File: src/rtl/register_pkg.sv
`default_nettype none
// ============================================================================
//  Module      : register_pkg
//  Description : Shared defaults and helpers for the register_pipe slice.
//                REG_DEFAULT_WIDTH / REG_DEFAULT_DEPTH give the historical
//                64-bit, two-stage configuration; occ_width() sizes the
//                occupancy counter so it can represent 0..depth.
//  Revision    : 1.0 - initial release
// ============================================================================
package register_pkg;

    localparam int REG_DEFAULT_WIDTH = 64;
    localparam int REG_DEFAULT_DEPTH = 2;

    // Bits needed to count from 0 up to and including depth.
    function automatic int occ_width(input int depth);
        return $clog2(depth + 1);
    endfunction

endpackage
`default_nettype wire

File: src/rtl/register_pipe_stage.sv
`default_nettype none
// ============================================================================
//  Module      : register_pipe_stage
//  Description : One pipe stage: a WIDTH-bit data register plus its valid bit.
//  Ports       : clk     - rising-edge clock
//                rst     - asynchronous active-high reset (data and valid -> 0)
//                i_load  - capture i_d and mark the stage valid
//                i_clear - mark the stage empty (data register untouched)
//                i_d     - incoming data word
//                o_q     - stored data word
//                o_v     - stage valid bit
//  Revision    : 1.0 - initial release
// ============================================================================
module register_pipe_stage #(
    parameter int WIDTH = 64
) (
    input  logic             clk,
    input  logic             rst,
    input  logic             i_load,
    input  logic             i_clear,
    input  logic [WIDTH-1:0] i_d,
    output logic [WIDTH-1:0] o_q,
    output logic             o_v
);

    logic [WIDTH-1:0] r_data;
    logic             r_v;

    // Clear wins over load for the valid bit; the parent never asserts both
    // in the same cycle, but the priority keeps a flush authoritative.
    always_ff @(posedge clk or posedge rst) begin
        if (rst) begin
            r_data <= '0;
            r_v    <= 1'b0;
        end else begin
            if (i_load) begin
                r_data <= i_d;
            end
            if (i_clear) begin
                r_v <= 1'b0;
            end else if (i_load) begin
                r_v <= 1'b1;
            end
        end
    end

    assign o_q = r_data;
    assign o_v = r_v;

endmodule
`default_nettype wire

File: src/rtl/register_pipe.sv
`default_nettype none
// ============================================================================
//  Module      : register_pipe
//  Description : DEPTH-stage registered pipe with valid/ready handshakes at
//                both ends, bubble collapse, synchronous flush and an
//                occupancy count. Stage 0 is the input side, stage DEPTH-1
//                drives output_latch.
//  Ports       : clk          - rising-edge clock
//                rst          - asynchronous active-high reset
//                flush        - synchronous clear of all stage valid bits
//                in_valid     - upstream presents input_port
//                in_ready     - pipe accepts input_port this cycle
//                input_port   - data in (raw bits)
//                out_valid    - output_latch holds a valid word
//                out_ready    - downstream consumes output_latch this cycle
//                output_latch - registered last-stage data
//                occupancy    - number of valid stages, 0..DEPTH
//  Revision    : 1.0 - initial release
// ============================================================================
module register_pipe
    import register_pkg::*;
#(
    parameter int WIDTH = REG_DEFAULT_WIDTH,
    parameter int DEPTH = REG_DEFAULT_DEPTH
) (
    input  logic                          clk,
    input  logic                          rst,
    input  logic                          flush,
    input  logic                          in_valid,
    output logic                          in_ready,
    input  logic [WIDTH-1:0]              input_port,
    output logic                          out_valid,
    input  logic                          out_ready,
    output logic [WIDTH-1:0]              output_latch,
    output logic [occ_width(DEPTH)-1:0]   occupancy
);

    localparam int                c_OCC_W   = occ_width(DEPTH);
    localparam logic [c_OCC_W-1:0] c_OCC_ONE = c_OCC_W'(1);

    logic [WIDTH-1:0]   w_data [DEPTH];
    logic [DEPTH-1:0]   w_v;
    logic [DEPTH-1:0]   w_move;
    logic               w_in_xfer;
    logic               w_out_xfer;
    logic [c_OCC_W-1:0] r_occ;

    // Ready chain, evaluated from the output end backwards: a stage empties
    // this cycle if its successor is empty or is itself emptying. This is a
    // purely combinational path from out_ready to in_ready.
    always_comb begin
        w_move          = '0;
        w_move[DEPTH-1] = w_v[DEPTH-1] & out_ready;
        for (int i = DEPTH - 2; i >= 0; i--) begin
            w_move[i] = w_v[i] & (~w_v[i+1] | w_move[i+1]);
        end
    end

    // No handshake may complete while reset is held.
    assign in_ready   = ~rst & ~flush & (~w_v[0] | w_move[0]);
    assign w_in_xfer  = in_valid & in_ready;
    assign w_out_xfer = w_v[DEPTH-1] & out_ready;

    for (genvar gi = 0; gi < DEPTH; gi++) begin : g_stage
        logic             w_load;
        logic [WIDTH-1:0] w_d;

        if (gi == 0) begin : g_head
            assign w_load = w_in_xfer;
            assign w_d    = input_port;
        end else begin : g_link
            // Loads are suppressed on flush so data registers keep their values.
            assign w_load = w_move[gi-1] & ~flush;
            assign w_d    = w_data[gi-1];
        end

        register_pipe_stage #(
            .WIDTH (WIDTH)
        ) u_stage (
            .clk     (clk),
            .rst     (rst),
            .i_load  (w_load),
            .i_clear (flush | (w_move[gi] & ~w_load)),
            .i_d     (w_d),
            .o_q     (w_data[gi]),
            .o_v     (w_v[gi])
        );
    end

    // Tracks popcount(w_v) incrementally from the two handshakes.
    always_ff @(posedge clk or posedge rst) begin
        if (rst) begin
            r_occ <= '0;
        end else if (flush) begin
            r_occ <= '0;
        end else begin
            case ({w_in_xfer, w_out_xfer})
                2'b10:   r_occ <= r_occ + c_OCC_ONE;
                2'b01:   r_occ <= r_occ - c_OCC_ONE;
                default: r_occ <= r_occ;
            endcase
        end
    end

    assign out_valid    = w_v[DEPTH-1];
    assign output_latch = w_data[DEPTH-1];
    assign occupancy    = r_occ;

endmodule
`default_nettype wire

File: config.mk
export PLATFORM = sky130hd
export DESIGN_NAME = register_pipe
export DESIGN_NICKNAME = d
export VERILOG_FILES = /design/src/rtl/register_pkg.sv /design/src/rtl/register_pipe_stage.sv /design/src/rtl/register_pipe.sv
export SDC_FILE = /design/constraint.sdc
export NUM_CORES = 1
export LEC_CHECK = 0
export CORE_MARGIN = 1
export CORE_UTILIZATION = 44
export DETAILED_ROUTE_END_ITERATION = 16
export HOLD_SLACK_MARGIN = 0.05
export PLACE_DENSITY = 0.76
export SYNTH_ARGS = -nofsm -noshare
export SYNTH_HDL_FRONTEND = slang
export SYNTH_HIERARCHICAL = 1
export SYNTH_SLANG_ARGS = --single-unit
File: constraint.sdc
create_clock -name clk -period 1.78 [get_ports clk]
set_input_delay 0.267 -clock clk [delete_from_list [all_inputs] [get_ports clk]]
set_output_delay 0.267 -clock clk [all_outputs]
set_load 0.01 [all_outputs]
Yosys cells after proc, flatten, opt, wreduce, memory -nomap -nowiden. Cells that the tools add are included.

Output and inout bits: 68. Flip-flop bits (word level): 132. Logic and storage cells: 36. Input port bits: 69.

Reduce and logical (&&, ||, !) cells: 3. Equal/unequal tests: 2. Add/sub/neg operators: 2. Bitwise gates (word level): 18. Muxes and demuxes: 6.

Operator list (number): AND 1 bit (8); NOT 1 bit (6); two-way mux 1 bit (4); OR 1 bit (4); one-hot mux 2 bit (2 select lines) (1); nonzero test 2 bit (2); nonzero test 3 bit (1); adder 2 x 1 -> 2 bit, second input constant (1); equality test 2 x 1 -> 1 bit, second input constant (1); equality test 2 bit, second input constant (1); two-way mux 2 bit (1); subtractor 2 x 1 -> 2 bit, second input constant (1).

Depth between registers and ports, before layout.
Word-level depth: 10. Depth in mapped cells: 6. Gate-level depth less buffers: 4.

By module. Netlist, hierarchy kept.

Modules (own cells, without submodules): register_pipe_stage (cells an instance 138, instances 2, sequential area each 1626.6 um^2, area each 2617.5 um^2); register_pipe (cells an instance 26, instances 1, sequential area each 50.0 um^2, area each 222.7 um^2).

Worst setup path before layout. No wires, ideal clock.

Path kind: input to register. Start point: input port flush. End point: register g_stage[0].u_stage.r_data[0]. Data required time: 1.655 ns. Setup slack: 0.085 ns. Buffers on the path: 3. Stages: 6. Library setup time: 0.125 ns. Arrival: 1.570 ns. Path through: buf_6 > or3b_4 > nor2_1 > buf_6 > buf_6 > mux2_4.

Cells in the longest elaborated chain, start to end: 4.

RTL lines: start, declared (RTL line register_pipe.sv:28) `input logic flush,`; NOT 1 bit (RTL line register_pipe.sv:60) `assign in_ready = ~rst & ~flush & (~w_v[0] | w_move[0]);`; AND 1 bit (2 in series) (RTL line register_pipe.sv:60); AND 1 bit (RTL line register_pipe.sv:61) `assign w_in_xfer = in_valid & in_ready;`; via g_stage[0].w_load (RTL line register_pipe.sv:65) `logic w_load;`; end signal, assigned (RTL line register_pipe_stage.sv:37) `r_data <= i_d;`; end, declared (RTL line register_pipe_stage.sv:26) `logic [WIDTH-1:0] r_data;`.

The timed path passes the listed nets, and every way through them passes these cells. A chain may end at the register's enable or synchronous reset.

Worst setup path after layout.
Start point: input port in_valid. End point: register g_stage[0].u_stage.r_data[47].

Cells in the longest elaborated chain, start to end: 1.

RTL lines: start, declared (RTL line register_pipe.sv:29) `input logic in_valid,`; AND 1 bit (RTL line register_pipe.sv:61); via g_stage[0].w_load (RTL line register_pipe.sv:65).

The timed path passes the listed nets, and every way through them passes these cells.

==> flow_summary_export.csv <==
group,metric,value,unit
synth,yosysUniqueCellTypes,22,
synth,syn_inst,302,
synth,ys_seq_area_share,60.5,%
floorplanning,core,0.0121,mm²
synth,yosys_register_bits,132,
setup_path,path_buf_inv,3,
setup_path,critPathRequiredTime,2070,ps
setup_path,reg2reg_slack,180,ps
cts,clkTransAtPathRegs,60,ps
pwr,power_density,1430,mW/mm²
global_route,grt_max_degree,42,
route,avgRoutedWirePerCell,17.3,µm
placement,dp_slack,-317,ps
pwr,power.leakage,3.45,nW
setup_path,crit_top_cell,"buf_12",
hold_path,min_path_type,"in -> async",
global_route,grt_usage,18.9,%
placement,gp_congestion,0.761,
floorplanning,die_h,113,µm
route,drc,0,
sta,tightest_slew,343,ps
setup_path,slowest_stage,"clkdlybuf4s50_1",
route,first_iter_violations,124,
layout,fin_cells,644,
global_route,grt_pass1_wl,18.0,mm
global_route,grt_pass1_vias,3375,
placement,numPlacedInstances,612,
pwr,ir_drop,0.570,mV
placement,dp_hpwl,7.38,mm
layout,area_delta_synth_final,43.1,%
setup_path,cp-start-kind,"primary input",
synth,synth.avg_cell_area,18.1,µm²
route,wl,11.1,mm
global_route,grt_overflow,0,
setup_path,crit_chain,"clkdlybuf4s50_1 -> or3b_4 -> nor2_4 -> buf_12 -> buf_12 -> mux2_4",
synth,synth_top_area_cell,"dfrtp_1",
pwr,finalPower,0.0112,W
sta,hold_violations,0,
layout,antennaDiodeCount,0,
floorplanning,die_area,0.0129,mm²
placement,portBuffers,136,
floorplanning,fp-row-count,40,
sta,period_share,94.1,%
sta,max-slew-margin-rel,77.1,%
setup_path,crit_path_end_kind,"flop",
synth,synth.area.top_cells,"dfrtp_1 61%, mux2_4 27%, mux2_2 6.2%",
setup_path,critPathKind,"in -> reg",
layout,final_common_cell,"clkdlybuf4s50_1",
cts,numCtsBuffers,17,
synth,synth-edff-count,0,
cts,numClockSinks,132,
cts,cts_max_path_buffers,2,
layout,final_layout_size_suffix_gt1_share,41.2,%
route,vias,3073,
run_status,status,"finished, final reports clean",
setup_path,worst-path-stages,6,
synth,synthArstFlopShare,100,%
synth,syn_nets,371,
layout,final_cell_mix,"135 x clkdlybuf4s50_1, 132 x dfrtp_1, 98 x mux2_4, 30 x mux2_2, 17 x clkbuf_16",
synth,yosys_warnings,6,
sta,drv_slew,0,
job,maxCapViolations,0,
sta,setup_slack,105,ps
route,firstDrtPassIters,4,
sta,fin_worst_skew,7.79,ps
setup_path,critPathTopFamily,"buffers and inverters",
floorplanning,ios,137,
global_route,antenna_found_initial,0,
synth,syn_area,0.00546,mm²
cts,post_cts_buffers,0,
cts,cts_tree,"done",
floorplanning,dieWidth,113,µm
setup_path,worstPathMaxFanout,13,
sta,setup_viol,0,
cts,cts_root_buf,"clkbuf_16",
sta,fmax,597,MHz
synth,synthFlopType,"dfrtp_1",
setup_path,cpPeakStageDelay,480,ps
floorplanning,start_util,45.2,%
cts,clk_latency,410,ps
setup_path,crit_arrival,1970,ps
route,viasPerCell,4.77,
layout,fin_nets,532,
setup_path,reg2reg_depth,6,
route,ant_nets,0,
sta,period_minus_slack,1680,ps
synth,yosysTopAreaCellShare,60.5,%
sta,rsz0062_at_grt,"no",
cts,cts_max_level,4,
[stage by stage]
step | util [%] | TNS [ps] | instance area, µm² | hold slack (ps)
5_1_grt | 64.8 | 0 | 7810 | 206
3_3_place_gp | 59.8 | -23420 | 7220 | 483
4_1_cts | 64.8 | 0 | 7820 | 189
2_1_floorplan | - | 0 | 5470 | 8.18
3_5_place_dp | 59.8 | -28340 | 7220 | 492
6_report | 64.8 | 0 | 7810 | 198
[layer usage]
metal  global-route usage (%)  part of all wire, %  vias up
li1                         -                    -     1388
met1                     24.5                   46     1575
met2                     29.7                   48       98
met3                     5.21                  4.7       12
met4                     8.42                  1.5        0
met5                        0                    0        -
[repair_timing]
| action | in CTS | in global routing |
|---|---|---|
| gates resized for setup | 3 | 2 |
| endpoints found under the hold margin | 0 | 0 |
| hold buffers | 0 | 0 |
| endpoints found under the setup margin | 1 | 1 |
[synth_stat cells (2+ instances only)]
library cell / count
mux2_1: 2
inv_1: 4
o21ba_2: 2
mux2_4: 98
buf_2: 2
dfrtp_1: 132
buf_6: 13
mux2_2: 30
nor2_1: 5
and2b_2: 2
[kinds of logic after synthesis]
group	share of synthesized area [%]
AOI/OAI and AO/OA	0.917
buffers and inverters	3.14
DFF	60.5
muxes	33.7
and+or+nand+nor	1.67
[path summary, 6_finish.rpt]
path / from / end
setup / recovery: in_valid / g_stage[0].u_stage/o_q[47]
hold / removal: rst / occupancy[0]
setup reg to reg: g_stage[1].u_stage/o_v / g_stage[1].u_stage/o_q[0]
hold reg to reg: g_stage[0].u_stage/o_q[23] / g_stage[0].u_stage/o_q[23]
max in group asynchronous: rst / g_stage[0].u_stage/o_q[6]
min in group clk: input_port[18] / g_stage[0].u_stage/o_q[18]
[flip-flops by register name, indices dropped and copies added, names as in the netlist]
signal / flops
occupancy: 2
g_stage.u_stage/o_v: 2
g_stage.u_stage/o_q: 128
[where the power goes]
group          leakage (nW)  switching, W  internal, W
Combinational          1.56      0.000970      0.00225
Clock                 0.292       0.00129      0.00223
Sequential             1.60      0.000524      0.00390
[worst register-to-register path: cells and delay by family (launching register included)]
family                 cells  cell delay, ps
flip-flops                 1             430
buffers and inverters      2             340
AND/OR/NAND/NOR            3             400
multiplexers               1             310
[layout make-up]
class | count | area (µm²)
Fill cell | 880 | 4250
Sequential cell | 132 | 3300
Multi-Input combinational cell | 151 | 2000
Timing Repair Buffer | 157 | 1680
Clock buffer | 18 | 439
Tap cell | 168 | 210
Clock inverter | 14 | 160
Inverter | 4 | 22.5
Note: power is estimated with default switching activity, not from simulation.
